--- src/rtl/gain_pkg.sv ---
// Shared widths, sample types and clip limits for the gain/effect datapath.
package gain_pkg;

  localparam int DATA_W = 16;
  localparam int FRAC_W = 12;
  localparam int OUT_W  = 32;

  typedef logic signed [DATA_W-1:0] sample_t;
  typedef logic signed [DATA_W-1:0] gain_t;
  typedef logic signed [OUT_W-1:0]  wide_t;

  localparam sample_t SAMPLE_MAX = {1'b0, {(DATA_W-1){1'b1}}};
  localparam sample_t SAMPLE_MIN = {1'b1, {(DATA_W-1){1'b0}}};

endpackage

--- src/rtl/gain_q12_sat_clip.sv ---
// Combinational signed clipper: folds a wide two's-complement value into
// OUT_W bits, flagging when the value had to be clamped.
module sat_clip
  import gain_pkg::*;
#(
  parameter int IN_W  = 32,
  parameter int OUT_W = 16
) (
  input  logic [IN_W-1:0]  i_x,
  output logic [OUT_W-1:0] o_y,
  output logic             o_ovf
);

  localparam logic signed [IN_W-1:0] MAX_V = {{(IN_W-OUT_W+1){1'b0}}, {(OUT_W-1){1'b1}}};
  localparam logic signed [IN_W-1:0] MIN_V = {{(IN_W-OUT_W+1){1'b1}}, {(OUT_W-1){1'b0}}};

  logic signed [IN_W-1:0] w_x;

  assign w_x = $signed(i_x);

  always_comb begin
    o_y   = i_x[OUT_W-1:0];
    o_ovf = 1'b0;
    if (w_x > MAX_V) begin
      o_y   = {1'b0, {(OUT_W-1){1'b1}}};
      o_ovf = 1'b1;
    end else if (w_x < MIN_V) begin
      o_y   = {1'b1, {(OUT_W-1){1'b0}}};
      o_ovf = 1'b1;
    end
  end

endmodule

--- src/rtl/gain_q12.sv ---
// Two-stage signed Q4.12 gain: sample * gain, floor-scaled by 2^FRAC_W,
// returned full-width and clipped to the sample range.
module gain_q12
  import gain_pkg::*;
#(
  parameter int DATA_W = gain_pkg::DATA_W,
  parameter int FRAC_W = gain_pkg::FRAC_W,
  parameter int OUT_W  = gain_pkg::OUT_W
) (
  input  logic              clk,
  input  logic              rst_n,
  input  logic              in_valid,
  input  logic [DATA_W-1:0] a,
  input  logic [DATA_W-1:0] b,
  output logic              out_valid,
  output logic [OUT_W-1:0]  y,
  output logic [DATA_W-1:0] y_sat,
  output logic              ovf
);

  logic signed [DATA_W-1:0]   r_a_p1;
  logic signed [DATA_W-1:0]   r_b_p1;
  logic                       r_vld_p1;

  logic signed [2*DATA_W-1:0] w_prod_p1;
  logic signed [OUT_W-1:0]    w_y_p1;
  logic [DATA_W-1:0]          w_sat_p1;
  logic                       w_ovf_p1;

  logic signed [OUT_W-1:0]    r_y_p2;
  logic [DATA_W-1:0]          r_sat_p2;
  logic                       r_ovf_p2;
  logic                       r_vld_p2;

  // Arithmetic shift on the exact product rounds toward -inf.
  function automatic logic signed [OUT_W-1:0] scale_floor(input logic signed [2*DATA_W-1:0] p);
    logic signed [2*DATA_W-1:0] s;
    s = p >>> FRAC_W;
    return OUT_W'(s);
  endfunction

  // Stage 1: capture operands
  always_ff @(posedge clk) begin
    if (!rst_n) begin
      r_vld_p1 <= 1'b0;
      r_a_p1   <= '0;
      r_b_p1   <= '0;
    end else begin
      r_vld_p1 <= in_valid;
      if (in_valid) begin
        r_a_p1 <= $signed(a);
        r_b_p1 <= $signed(b);
      end
    end
  end

  assign w_prod_p1 = r_a_p1 * r_b_p1;
  assign w_y_p1    = scale_floor(w_prod_p1);

  sat_clip #(
    .IN_W  (OUT_W),
    .OUT_W (DATA_W)
  ) u_sat_clip (
    .i_x   (w_y_p1),
    .o_y   (w_sat_p1),
    .o_ovf (w_ovf_p1)
  );

  // Stage 2: multiply, scale, clip
  always_ff @(posedge clk) begin
    if (!rst_n) begin
      r_vld_p2 <= 1'b0;
      r_y_p2   <= '0;
      r_sat_p2 <= '0;
      r_ovf_p2 <= 1'b0;
    end else begin
      r_vld_p2 <= r_vld_p1;
      if (r_vld_p1) begin
        r_y_p2   <= w_y_p1;
        r_sat_p2 <= w_sat_p1;
        r_ovf_p2 <= w_ovf_p1;
      end
    end
  end

  assign out_valid = r_vld_p2;
  assign y         = r_y_p2;
  assign y_sat     = r_sat_p2;
  assign ovf       = r_ovf_p2;

endmodule

--- config.mk ---
export PLATFORM = sky130hd
export DESIGN_NAME = gain_q12
export DESIGN_NICKNAME = d
export VERILOG_FILES = /design/src/rtl/gain_pkg.sv /design/src/rtl/gain_q12_sat_clip.sv /design/src/rtl/gain_q12.sv
export SDC_FILE = /design/constraint.sdc
export NUM_CORES = 1
export LEC_CHECK = 0
export CORE_MARGIN = 1.5
export CORE_UTILIZATION = 44
export DETAILED_ROUTE_END_ITERATION = 16
export PLACE_DENSITY_LB_ADDON = 0.1
export SLEW_MARGIN = 10
export SYNTH_ARGS = -nofsm -noshare
export SYNTH_HDL_FRONTEND = slang
export SYNTH_HIERARCHICAL = 1
export SYNTH_SLANG_ARGS = --single-unit
--- constraint.sdc ---
create_clock -name clk -period 8.8 [get_ports clk]
set_clock_uncertainty 0.15 [all_clocks]
set_input_delay 0.88 -clock clk [delete_from_list [all_inputs] [get_ports clk]]
set_output_delay 0.88 -clock clk [all_outputs]
set_load 0.05 [all_outputs]
# Yosys cells after proc, flatten, opt, wreduce, memory -nomap -nowiden
# Cells that the tools add are included.
[totals]
elab_cells = 14
out_inout_bits = 50
ff_bits = 71
input_bits = 35
[classes]
order_cmp = 2
multipliers = 1
muxes = 4
[ops]
columns = ["op", "n"]
rows = [
  ["multiplier 16 x 16 -> 32 bit", 1],
  ["two-way mux 16 bit", 2],
  ["greater-than comparator 20 x 16 -> 1 bit (second input constant)", 1],
  ["less-than comparator 20 x 16 -> 1 bit (second input constant)", 1],
  ["two-way mux 1 bit", 2],
]

# Longest topological paths before layout
# Gate-level depths: netlist of run 1.
[logic_depth]
word_depth = 4
depth_mapped = 29

# Cells and area by module
# Netlist of run 1, hierarchy kept.
[by_module_without_submodules]
columns = ["mod", "cells_per_inst", "area_per_inst_um2", "n_inst"]
rows = [
  ["gain_q12", 1300, 12156.7, 1],
  ["sat_clip", 29, 237.7, 1],
]

# Least setup slack after synthesis of run 1
# OpenSTA, ideal clock, no wires.
[synth_path]
kind = "reg-to-reg"
start = "register r_b_p1[8]"
end = "register r_sat_p2[9] (netlist: y_sat[9])"
path_stages_with_launch = 30
setup_slack_ns = 1.175
required_ns = 8.585
synth_period_minus_slack_ns = 7.625
t_arrival_ns = 7.409
cell_sequence = "dfxtp_1 clkbuf_1 clkbuf_1 nand2_1 fa_1 inv_1 fa_1 inv_1 fa_1 inv_1 fa_1 fa_1 inv_1 fa_1 inv_1 ha_1 a21oi_1 o21ai_0 a211o_1 a31oi_1 o31ai_1 a221oi_2 nand3_1 nand2_1 nand4_1 o41ai_4 buf_6 a21o_1 mux2i_1 nor2_1"
[synth_between]
elab_chain_cells = 4
word_cells_on_any_way = 5
[synth_rtl]
columns = ["item", "line_no", "text"]
rows = [
  ["start, declared", "gain_q12.sv:22", "logic signed [DATA_W-1:0] r_b_p1;"],
  ["start signal, assigned", "gain_q12.sv:52", "r_b_p1 <= $signed(b);"],
  ["multiplier 16 x 16 -> 32 bit *", "gain_q12.sv:57", "assign w_prod_p1 = r_a_p1 * r_b_p1;"],
  ["via w_prod_p1[31]", "gain_q12.sv:25", "logic signed [2*DATA_W-1:0] w_prod_p1;"],
  ["less-than comparator 20 x 16 -> 1 bit", "gain_q12_sat_clip.sv:27", "end else if (w_x < MIN_V) begin"],
  ["two-way mux 16 bit", "gain_q12_sat_clip.sv:27", ""],
  ["two-way mux 16 bit *", "gain_q12_sat_clip.sv:24", "if (w_x > MAX_V) begin"],
  ["via w_sat_p1[9]", "gain_q12.sv:27", "logic [DATA_W-1:0] w_sat_p1;"],
  ["end signal, assigned", "gain_q12.sv:80", "r_sat_p2 <= w_sat_p1;"],
  ["end, declared", "gain_q12.sv:31", "logic [DATA_W-1:0] r_sat_p2;"],
]
# The timed path passes the listed nets; every way through them passes the cells marked *.
# A chain may end at the register's enable or synchronous reset.

# Final worst setup path of run 1
[layout_path]
start = "register r_a_p1[7]"
end = "register r_sat_p2[4] (netlist: y_sat[4])"
[layout_between]
elab_chain_cells = 4
word_cells_on_any_way = 5
[layout_rtl]
columns = ["item", "line_no", "text"]
rows = [
  ["start, declared", "gain_q12.sv:21", "logic signed [DATA_W-1:0] r_a_p1;"],
  ["start signal, assigned", "gain_q12.sv:51", "r_a_p1 <= $signed(a);"],
  ["multiplier 16 x 16 -> 32 bit *", "gain_q12.sv:57", ""],
  ["via w_prod_p1[31]", "gain_q12.sv:25", ""],
  ["less-than comparator 20 x 16 -> 1 bit", "gain_q12_sat_clip.sv:27", ""],
  ["two-way mux 16 bit", "gain_q12_sat_clip.sv:27", ""],
  ["two-way mux 16 bit *", "gain_q12_sat_clip.sv:24", ""],
  ["via w_sat_p1[4]", "gain_q12.sv:27", ""],
]
# Marked as above.

==> metrics.json, run 1 <==
{
  "die_outline_area_mm2": 0.0292,
  "number_of_buffers_inserted_by_post_cts_setup_repair": 0,
  "syn_area_per_cell_um2": 9.33,
  "avgViaCountPerCell": 4.90,
  "cts_resized": 0,
  "nets": 1762,
  "dpl.hpwl_um": 23300,
  "post-route-util_pct": 50.0,
  "grt_util_all_layers_pct": 21.4,
  "worstSkewPairLatency_ns": 0.34,
  "final.setup.tns_ns": 0,
  "cp_data_arrival_time_ns": 8.22,
  "crit_path_max_incr_delay_ns": 0.75,
  "antenna_found_initial": 0,
  "synth-async-reset-ratio_pct": 0,
  "core_mm2": 0.0278,
  "cp_common_cell": "fa_1",
  "start_util_pct": 44.6,
  "seq_area_frac_synth_pct": 11.5,
  "die_extent_in_x_um": 171,
  "count_of_pins_on_the_block_boundary": 85,
  "final.setup.worst_slack_ns": 0.704,
  "mapped_cell_area_mm2": 0.0124,
  "synthesis.yosys.warnings": 6,
  "grt_first_pass_wirelength_um": 47900,
  "postSynthRegisterBits": 71,
  "numPortBuffers": 84,
  "yosysUniqueCellTypes": 48,
  "numClockSinks": 71,
  "end_kind": "flip-flop",
  "drive_gt1_share_pct": 4.38,
  "grt_setup_unrepaired": "no",
  "cts_root_buffer": "clkbuf_16",
  "drt_pass1_iterations": 5,
  "fillCellCount": 2779,
  "whs_endpoint": "y[15]",
  "final-setup-viol-count": 0,
  "antenna_cells": 0,
  "finalWorstPathRequiredPeriod_ns": 8.10,
  "final-hold-violation-count": 0,
  "worst-setup-path-type": "reg -> reg",
  "area.growth.synth_to_final_pct": 12.2,
  "overflow": 0,
  "max_slew_margin_pct": 30.4,
  "power.leakage_nw": 6.97,
  "syn-num-nets": 1704,
  "place.gp.congestion": 0.804,
  "report.final.slew_viol_count": 0,
  "number_of_enable_flip_flop_cells_after_synthesis": 0,
  "ys.flop_type": "dfxtp_1",
  "worst_ir_drop_vdd_uv": 88.8,
  "cts.htree.levels": 3,
  "cts_buffer_depth": 2,
  "worst_r2r_startpoint": "r_a_p1[7]",
  "drcViolationCount": 0,
  "launching_element_type_of_the_critical_path": "flip-flop",
  "holdCritStartpoint": "y[15]",
  "grt_max_degree": 35,
  "tritoncts_buffers": 9,
  "worstHoldPathCells": 1,
  "cp_slowest_cell": "dfxtp_1",
  "core.rowCount": 61,
  "initialDrtViolationCount": 349,
  "setup.reg_to_reg.worst_slack_ns": 0.70,
  "fin_crit_sh_pct": 92.0,
  "via_count_of_the_first_global_routing_pass": 9443,
  "required_ns": 8.92,
  "timing.reg2reg.worst_path_depth": 29,
  "avgRoutedWirePerCell_um": 16.1,
  "max_freq_ghz": 0.124,
  "vias": 8679,
  "route.antenna.remaining_nets": 0,
  "power-per-cell-area_mw_per_mm2": 128,
  "dieHeight_um": 171,
  "dpl_worst_slack_ns": 0.721,
  "hp-class": "reg -> reg",
  "clkTransAtPathRegs_ns": 0.06,
  "rr_endpoint": "y_sat[4]",
  "overall_routed_net_length_um": 28400,
  "hold_fix_buffers_at_cts": 0,
  "count_of_mapped_cells_out_of_synthesis": 1329,
  "critical_path_peak_fanout": 23,
  "timing_worst_slew_pin_value_ns": 1.04,
  "status": "completed",
  "maxCapViolCount": 0,
  "tritoncts": "done"
}
logic make-up (layout without fill, tap and decap cells):
logic type	count (synthesis)	after routing	share of synthesized area, %
buf+inv	369	432	11.8
simple gates	380	380	15.0
flops	71	71	11.5
mux	59	59	4.76
compound gates	81	81	4.82
xor+xnor	29	29	2.05
fa+ha+maj	340	340	50.1
state kept, by name, summed over array words and instances, names as in the netlist:
name / cells
y: 20
r_a_p1: 16
r_b_p1: 16
y_sat: 16
out_valid: 1
ovf: 1
r_vld_p1: 1
synth_stat cells (all sizes together), types with 7 or more instances:
cell	instances	area [um2]
inv	302	1130
nor2b	7	43.8
and2	124	776
nand4	10	68.8
o21ai	10	50.1
nand3	8	40.0
mux2i	59	591
ha	79	988
fa	261	5230
xor2	7	61.3
buf	18	144
a21oi	18	93.8
dfxtp	71	1420
clkbuf	49	184
nand2	127	477
a21o	22	171
xnor2	22	193
nor2	84	315
power breakdown:
part	switching, mW	internal, mW
registers	0.0512	0.361
logic	0.587	0.398
clock network	0.151	0.228
area by class of cell:
cell class / count / area [um2] / share of cell area, %
inverter: 302 / 1130 / 8.15
clock inverter: 5 / 56.3 / 0.405
timing repair buffer: 114 / 1060 / 7.63
multi-input combinational: 889 / 9510 / 68.4
tap: 378 / 473 / 3.40
sequential: 71 / 1420 / 10.2
clock buffer: 11 / 243 / 1.75
cells in the final DEF, fill, tap and decap left out, drive strengths merged, types with 2 or more instances in the layout:
| master | netlist | layout |
|---|---|---|
| a211oi | 2 | 2 |
| a21o | 22 | 22 |
| a21oi | 18 | 18 |
| a221o | 2 | 2 |
| a22o | 4 | 4 |
| a311oi | 2 | 2 |
| a31oi | 4 | 4 |
| and2 | 124 | 124 |
| and3 | 4 | 4 |
| buf | 18 | 31 |
| clkbuf | 49 | 11 |
| clkdlybuf4s50 | 0 | 83 |
| clkinv | 0 | 2 |
| dfxtp | 71 | 71 |
| fa | 261 | 261 |
| ha | 79 | 79 |
| inv | 302 | 303 |
| mux2i | 59 | 59 |
| nand2 | 127 | 127 |
| nand2b | 4 | 4 |
| nand3 | 8 | 8 |
| nand3b | 4 | 4 |
| nand4 | 10 | 10 |
| nor2 | 84 | 84 |
| nor2b | 7 | 7 |
| nor4 | 4 | 4 |
| o211ai | 2 | 2 |
| o21a | 3 | 3 |
| o21ai | 10 | 10 |
| o21bai | 2 | 2 |
| o31ai | 4 | 4 |
| xnor2 | 22 | 22 |
| xor2 | 7 | 7 |
layer usage:
metal	wire [um]	up-vias	part of all wire [%]	track usage, %
met5	0	-	0	0
met4	545	0	1.9	5.49
met3	715	30	2.5	2.41
met2	14900	113	53	39.3
met1	12200	4476	43	26.6
li1	-	4060	-	-
through the flow:
step | total power, mW | hold WS, ns | instances | cell area (um2)
detailed placement | 1.42 | 0.321 | 1754 | 13600
global placement | 1.41 | 0.320 | 1754 | 13600
global route | 1.93 | 0.368 | 1770 | 13900
floorplan | 1.16 | 0.378 | 1329 | 12400
finish | 1.78 | 0.338 | 1770 | 13900
CTS | 1.81 | 0.341 | 1770 | 13900
worst max-delay path, delay by kind of cell, from the launching register on:
family                     cells  cell delay (ns)
AOI/OAI and AO/OA              8             1.79
DFF                            1             0.75
and+or+nand+nor                5             0.95
adders and majority gates      7             3.39
buffers and inverters          8             0.93
muxes                          1             0.06
worst max path at each step:
stage / startpoint / end / slack [ns] / cells after the start
floorplan: r_b_p1[8] / y_sat[9] / 1.18 / 29
global placement: r_a_p1[7] / ovf / 0.86 / 29
detailed placement: r_a_p1[7] / y_sat[4] / 0.72 / 29
CTS: r_a_p1[7] / y_sat[4] / 0.69 / 29
global route: r_b_p1[3] / ovf / 0.12 / 27
finish: r_a_p1[7] / y_sat[4] / 0.70 / 29
No activity file was read; power rests on OpenSTA's default activity.
==> run 2, diff against run 1 <==
--- a/config.mk
+++ b/config.mk
@@ -9,7 +9,6 @@
 export CORE_UTILIZATION = 44
 export DETAILED_ROUTE_END_ITERATION = 16
 export PLACE_DENSITY_LB_ADDON = 0.1
-export SLEW_MARGIN = 10
 export SYNTH_ARGS = -nofsm -noshare
 export SYNTH_HDL_FRONTEND = slang
 export SYNTH_HIERARCHICAL = 1
==> results of run 2 <==
No change in the layout: final DEF, timing and power equal those of run 1.
